### config.mk
export PLATFORM = sky130hd
export DESIGN_NAME = debounce_scan_sched
export DESIGN_NICKNAME = d
export VERILOG_FILES = /design/src/rtl/debounce_pkg.sv /design/src/rtl/debounce_scan_sched_arb.sv /design/src/rtl/debounce_scan_sched.sv
export SDC_FILE = /design/constraint.sdc
export NUM_CORES = 1
export LEC_CHECK = 0
export ABC_AREA = 1
export ABC_CLOCK_PERIOD_IN_PS = 6680
export CORE_ASPECT_RATIO = 0.6
export CORE_MARGIN = 4
export CORE_UTILIZATION = 50
export DETAILED_ROUTE_END_ITERATION = 10
export GPL_TIMING_DRIVEN = 0
export PLACE_DENSITY = 0.68
export SYNTH_ARGS = -nofsm -noshare
export SYNTH_HDL_FRONTEND = slang
export SYNTH_HIERARCHICAL = 1
export SYNTH_SLANG_ARGS = --single-unit
### constraint.sdc
create_clock -name clk_i -period 6.68 [get_ports clk_i]
set_clock_uncertainty 0.15 [all_clocks]
set_input_delay 0.668 -clock clk_i [delete_from_list [all_inputs] [get_ports clk_i]]
set_output_delay 0.668 -clock clk_i [all_outputs]
set_load 0.01 [all_outputs]
### src/rtl/debounce_pkg.sv
// Shared types and helpers for the time-shared debounce scheduler.
// Channel state encoding, default reload value, index-width helper.
package debounce_pkg;

  typedef enum logic {
    ST_TRANSFER = 1'b0,
    ST_DELAY    = 1'b1
  } ch_st_e;

  localparam int DEF_DELAY_CNT = 3;

  // $clog2 with a floor of 1 so single-bit indices never collapse
  function automatic int ch_idx_w(input int n);
    return (n <= 2) ? 1 : $clog2(n);
  endfunction

endpackage

### src/rtl/debounce_scan_sched_arb.sv
// Round-robin grant picker: first pending channel at or after ptr_i.
// Ports: pend_i pending vector, ptr_i rr start, gnt_idx_o/gnt_vld_o grant.
module evt_rr_arbiter
  import debounce_pkg::*;
#(
  parameter  int NUM_CH = 4,
  localparam int IW     = ch_idx_w(NUM_CH)
) (
  input  logic [NUM_CH-1:0] pend_i,
  input  logic [IW-1:0]     ptr_i,
  output logic [IW-1:0]     gnt_idx_o,
  output logic              gnt_vld_o
);

  logic [IW:0] sum;

  // Walk offsets from farthest to nearest so the nearest pending wins.
  always_comb begin
    gnt_idx_o = '0;
    gnt_vld_o = 1'b0;
    sum       = '0;
    for (int i = NUM_CH - 1; i >= 0; i--) begin
      sum = {1'b0, ptr_i} + (IW+1)'(i);
      if (sum >= (IW+1)'(NUM_CH)) begin
        sum = sum - (IW+1)'(NUM_CH);
      end
      if (pend_i[sum[IW-1:0]]) begin
        gnt_vld_o = 1'b1;
        gnt_idx_o = sum[IW-1:0];
      end
    end
  end

endmodule

### src/rtl/debounce_scan_sched.sv
// Time-shared debounce engine: one channel per scan step, round-robin.
// Ports: clk_i/rst_i/en_i, raw_sig_i in, debounce_sig_o, evt_* handshake.
module debounce_scan_sched
  import debounce_pkg::*;
#(
  parameter int NUM_CH    = 4,
  parameter int CNT_W     = 2,
  parameter int DELAY_CNT = DEF_DELAY_CNT,
  parameter int TICK_DIV  = 1
) (
  input  logic                        clk_i,
  input  logic                        rst_i,
  input  logic                        en_i,
  input  logic [NUM_CH-1:0]           raw_sig_i,
  output logic [NUM_CH-1:0]           debounce_sig_o,
  output logic                        evt_valid_o,
  input  logic                        evt_ready_i,
  output logic [ch_idx_w(NUM_CH)-1:0] evt_ch_o,
  output logic                        evt_rise_o,
  output logic                        evt_ovf_o
);

  localparam int IW = ch_idx_w(NUM_CH);
  localparam int PW = ch_idx_w(TICK_DIV);

  localparam logic [CNT_W-1:0] RELOAD     = CNT_W'(DELAY_CNT);
  localparam logic [PW-1:0]    PRESC_LAST = PW'(TICK_DIV - 1);
  localparam logic [IW-1:0]    PTR_LAST   = IW'(NUM_CH - 1);

  logic [PW-1:0]     presc_q, presc_d;
  logic [IW-1:0]     ptr_q, ptr_d;
  ch_st_e            st_q [NUM_CH];
  ch_st_e            st_d [NUM_CH];
  logic [CNT_W-1:0]  cnt_q [NUM_CH];
  logic [CNT_W-1:0]  cnt_d [NUM_CH];
  logic [NUM_CH-1:0] stable_q, stable_d;
  logic [NUM_CH-1:0] pend_q, pend_d;
  logic [NUM_CH-1:0] dir_q, dir_d;
  logic [IW-1:0]     rr_q, rr_d;
  logic              evt_valid_q, evt_valid_d;
  logic [IW-1:0]     evt_ch_q, evt_ch_d;
  logic              evt_rise_q, evt_rise_d;
  logic              ovf_q, ovf_d;

  logic          step;
  logic          commit;
  logic          load;
  logic          cur_raw;
  logic          cur_stb;
  logic [IW-1:0] gnt_idx;
  logic          gnt_vld;

  evt_rr_arbiter #(
    .NUM_CH (NUM_CH)
  ) u_arb (
    .pend_i    (pend_q),
    .ptr_i     (rr_q),
    .gnt_idx_o (gnt_idx),
    .gnt_vld_o (gnt_vld)
  );

  always_comb begin
    presc_d = presc_q;
    ptr_d   = ptr_q;
    step    = 1'b0;
    if (en_i) begin
      if (presc_q == PRESC_LAST) begin
        presc_d = '0;
        step    = 1'b1;
      end else begin
        presc_d = presc_q + 1'b1;
      end
    end
    if (step) begin
      ptr_d = (ptr_q == PTR_LAST) ? '0 : ptr_q + 1'b1;
    end
  end

  always_comb begin
    st_d     = st_q;
    cnt_d    = cnt_q;
    stable_d = stable_q;
    commit   = 1'b0;
    cur_raw  = raw_sig_i[ptr_q];
    cur_stb  = stable_q[ptr_q];
    if (step) begin
      unique case (st_q[ptr_q])
        ST_TRANSFER: begin
          if (cur_raw != cur_stb) begin
            st_d[ptr_q]  = ST_DELAY;
            cnt_d[ptr_q] = RELOAD;
          end
        end
        ST_DELAY: begin
          if (cnt_q[ptr_q] != '0) begin
            cnt_d[ptr_q] = cnt_q[ptr_q] - 1'b1;
          end else begin
            st_d[ptr_q]  = ST_TRANSFER;
            cnt_d[ptr_q] = RELOAD;
            // Only the level seen on the final visit decides the commit.
            if (cur_raw != cur_stb) begin
              stable_d[ptr_q] = cur_raw;
              commit          = 1'b1;
            end
          end
        end
        default: ;
      endcase
    end
  end

  always_comb begin
    load        = !evt_valid_q || evt_ready_i;
    pend_d      = pend_q;
    dir_d       = dir_q;
    rr_d        = rr_q;
    evt_valid_d = evt_valid_q;
    evt_ch_d    = evt_ch_q;
    evt_rise_d  = evt_rise_q;
    ovf_d       = ovf_q;
    if (load) begin
      if (gnt_vld) begin
        evt_valid_d     = 1'b1;
        evt_ch_d        = gnt_idx;
        evt_rise_d      = dir_q[gnt_idx];
        pend_d[gnt_idx] = 1'b0;
        rr_d = (gnt_idx == PTR_LAST) ? '0 : gnt_idx + 1'b1;
      end else begin
        evt_valid_d = 1'b0;
      end
    end
    // A commit applied after the grant: set wins over clear, and a
    // same-cycle grant already carried the old direction out.
    if (commit) begin
      if (pend_q[ptr_q] && !(load && gnt_vld && (gnt_idx == ptr_q))) begin
        ovf_d = 1'b1;
      end
      pend_d[ptr_q] = 1'b1;
      dir_d[ptr_q]  = cur_raw;
    end
  end

  always_ff @(posedge clk_i) begin
    if (rst_i) begin
      presc_q     <= '0;
      ptr_q       <= '0;
      stable_q    <= '0;
      pend_q      <= '0;
      dir_q       <= '0;
      rr_q        <= '0;
      evt_valid_q <= 1'b0;
      evt_ch_q    <= '0;
      evt_rise_q  <= 1'b0;
      ovf_q       <= 1'b0;
      for (int i = 0; i < NUM_CH; i++) begin
        st_q[i]  <= ST_TRANSFER;
        cnt_q[i] <= RELOAD;
      end
    end else begin
      presc_q     <= presc_d;
      ptr_q       <= ptr_d;
      stable_q    <= stable_d;
      pend_q      <= pend_d;
      dir_q       <= dir_d;
      rr_q        <= rr_d;
      evt_valid_q <= evt_valid_d;
      evt_ch_q    <= evt_ch_d;
      evt_rise_q  <= evt_rise_d;
      ovf_q       <= ovf_d;
      st_q        <= st_d;
      cnt_q       <= cnt_d;
    end
  end

  assign debounce_sig_o = stable_q;
  assign evt_valid_o    = evt_valid_q;
  assign evt_ch_o       = evt_ch_q;
  assign evt_rise_o     = evt_rise_q;
  assign evt_ovf_o      = ovf_q;

endmodule

==> key figures <==
Route
  – DR vias/cell: 5.29
  – WL/cell: 13.5 um
  – Final ANT Viol Nets: 0
  – Drt pass-1 iters: 4
  – Routed WL: 5.76 mm
  – DRC: 0
  – Via count: 2255
  – DRT iter0 DRCs: 160

Floorplanning
  – Die width: 96.0 um
  – Die height: 60.8 um
  – Row count: 18
  – Die area: 5840 sq um
  – Starting Density: 54.0%
  – Ports: 17
  – Placeable Area: 4300 sq um

Yosys
  – Seq cells post-synth: 33
  – Cell taking the most area after synthesis: dfxtp_1
  – Number of synthesized flops with an enable pin: 0
  – Mapped Cells: 342
  – Most frequent cell after synthesis: nand2_1
  – Syn nets: 360
  – Synth cell count leaders: nand2_1, nor2_1, nand3_1, dfxtp_1, inv_1
  – Ys async rst share: 0%
  – Seq/Total Area, Yosys: 28.4%
  – Warnings from Yosys: 6
  – Netlist cell types: 36
  – Yosys top cell area share: 28.4%
  – Synth Flop Type: dfxtp_1
  – Mapped cell area: 2320 sq um
  – Synth top area cells: dfxtp_1, nand2_1, nand3_1, nor2_1, ha_1
  – Syn Area/Cell: 6.79 sq um

Global routing
  – Largest net degree at the start of global routing: 13
  – First-pass GRT wire length: 9.69 mm
  – Initial antenna violation count: 0
  – Remaining Overflow, GRT: 0
  – Vias in the first global route: 2009
  – Total GRT Usage: 21.8%

CTS
  – Clk sink count: 33
  – Hold Buf Count CTS: 0
  – Root Buffer: clkbuf_8
  – CTS tree: built
  – Max H-tree Level: 2
  – CTS buffer count: 5
  – CTS clk-pin slew, worst paths: 0.08 ns
  – Post-cts resize count: 0
  – Worst skew pair latency: 0.29 ns
  – Setup Buffers After CTS: 0
  – Clock Path Buffers: 2

Pwr
  – Sw Share: 40.0%
  – Logic pwr share: 41.7%
  – Worst VDD drop: 0.192 mV
  – P_int: 0.448 mW
  – Leak Pwr: 1.17 nW
  – PD cells: 280 nW/um^2
  – Power consumption: 0.748 mW
  – Net Sw Power: 0.299 mW
  – Clk pwr share: 26.2%
  – Register share of total power: 32.1%

Min path
  – Hold Path Class: reg -> reg

Timing
  – Max-slew violations: 0
  – Final setup margin: 4.18 ns
  – Final TNS setup: 0 ns
  – Crit share post-route: 37.4%
  – Least-Margin Pin Slew: 0.568 ns
  – RSZ-0062 raised after global routing: false
  – Highest Clock Rate: 400 MHz
  – Max-slew headroom: 62.2%
  – Setup-failing EPs final: 0
  – Post-layout min period: 2.50 ns
  – Final Hold Viols: 0

Critical path
  – Worst R2R Start: ptr_q[0]
  – Worst-path fanout max: 10
  – CP Buf/Inv Count: 3
  – CP max-delay cell: dfxtp_1
  – CP startpoint: ptr_q[0]
  – Worst path max stage delay: 0.39 ns
  – Top delay family on crit path: simple AND/OR/NAND/NOR gates
  – Worst EP arrival: 2.52 ns
  – Worst setup EP type: register
  – Setup Crit Path Kind: reg -> reg
  – Crit path cell chain: buf_6, buf_2, o21ai_0, o22a_1, ha_1, nor2_4, inv_2, or2_4, nand3_1, nand3_1
  – Crit start category: register
  – Cell mode on critical path: nand3_1
  – Req. time, crit path: 6.69 ns

Status
  – Run status: finished clean

Placed design
  – Final GP Congestion: 0.861
  – Detailed Place HPWL: 4.23 mm
  – Pre-CTS setup slack: 4.22 ns
  – PortBufs: 16

Cells and area
  – Share of cells above drive strength 1: 15.6%
  – Inserted Diodes: 0
  – # nets final: 383
  – Area Growth Syn to Fin: 15.1%

Job
  – Max Cap Viol: 0
-- area by class of cell --
class                           count  area [sq um]
Fill cell                         427          1630
Clock inverter                      3          46.3
Sequential cell                    33           661
Inverter                           32           130
Buffer                             17           119
Multi-Input combinational cell    260          1410
Tap cell                           60          75.1
Timing Repair Buffer               16           160
Clock buffer                        5          68.8
-- stage by stage --
step                      hold WS, ns  instances  instance area [sq um]  util, %
after floorplan                 0.289        342                   2320        -
after global placement          0.302        418                   2560     59.5
after detailed placement        0.308        418                   2560     59.5
after CTS                       0.321        426                   2670     62.2
after global routing            0.349        426                   2670     62.2
final                           0.316        426                   2670     62.2
-- worst min-delay path, delay by kind of cell, from the launching register on --
kind / cells / cell delay [ns]
DFF: 1 / 0.32
and+or+nand+nor: 1 / 0.06
AOI/OAI and AO/OA: 1 / 0.05
-- per-layer routing --
metal  up-vias  global-route usage (%)  part of all wire, %
li1       1165                       -                    -
met4         0                    5.26                 0.66
met5         -                       0                    0
met1      1026                    33.6                   53
met3         5                    4.21                  7.1
met2        59                    30.8                   39
-- power by group through the flow --
stage                     sequential [mW]  combinational (mW)  clock [mW]
final                               0.240               0.312       0.196
after global routing                0.243               0.350       0.209
after CTS                           0.239               0.309       0.200
after detailed placement            0.243               0.305           0
after global placement              0.243               0.304           0
after floorplan                     0.243               0.232           0
-- cell usage in the layout (no fill, tap or decap), drive strengths merged, types with 9 or more instances in the layout --
cell type	n
nand4	16
ha	10
nand2	102
clkdlybuf4s50	16
clkbuf	13
nor2	44
dfxtp	33
a21oi	13
nand3	39
o21ai	23
buf	9
inv	32
-- path summary, 6_finish.rpt --
check,end,slack (ns),cells after the start
setup reg to reg,cnt_q[3],4.18,10
setup / recovery,cnt_q[3],4.18,10
hold / removal,register,0.32,2
hold reg to reg,register,0.32,2
-- kinds of logic after synthesis --
kind of cell,count (synthesis),share of synthesized area (%)
AO/OA/AOI/OAI,43,10.9
XOR/XNOR,2,0.754
adder cells (fa/ha/maj),10,5.39
buffers and inverters,49,10.7
flip-flops,33,28.4
AND/OR/NAND/NOR,205,43.8
(Power assumes the default switching activity.)
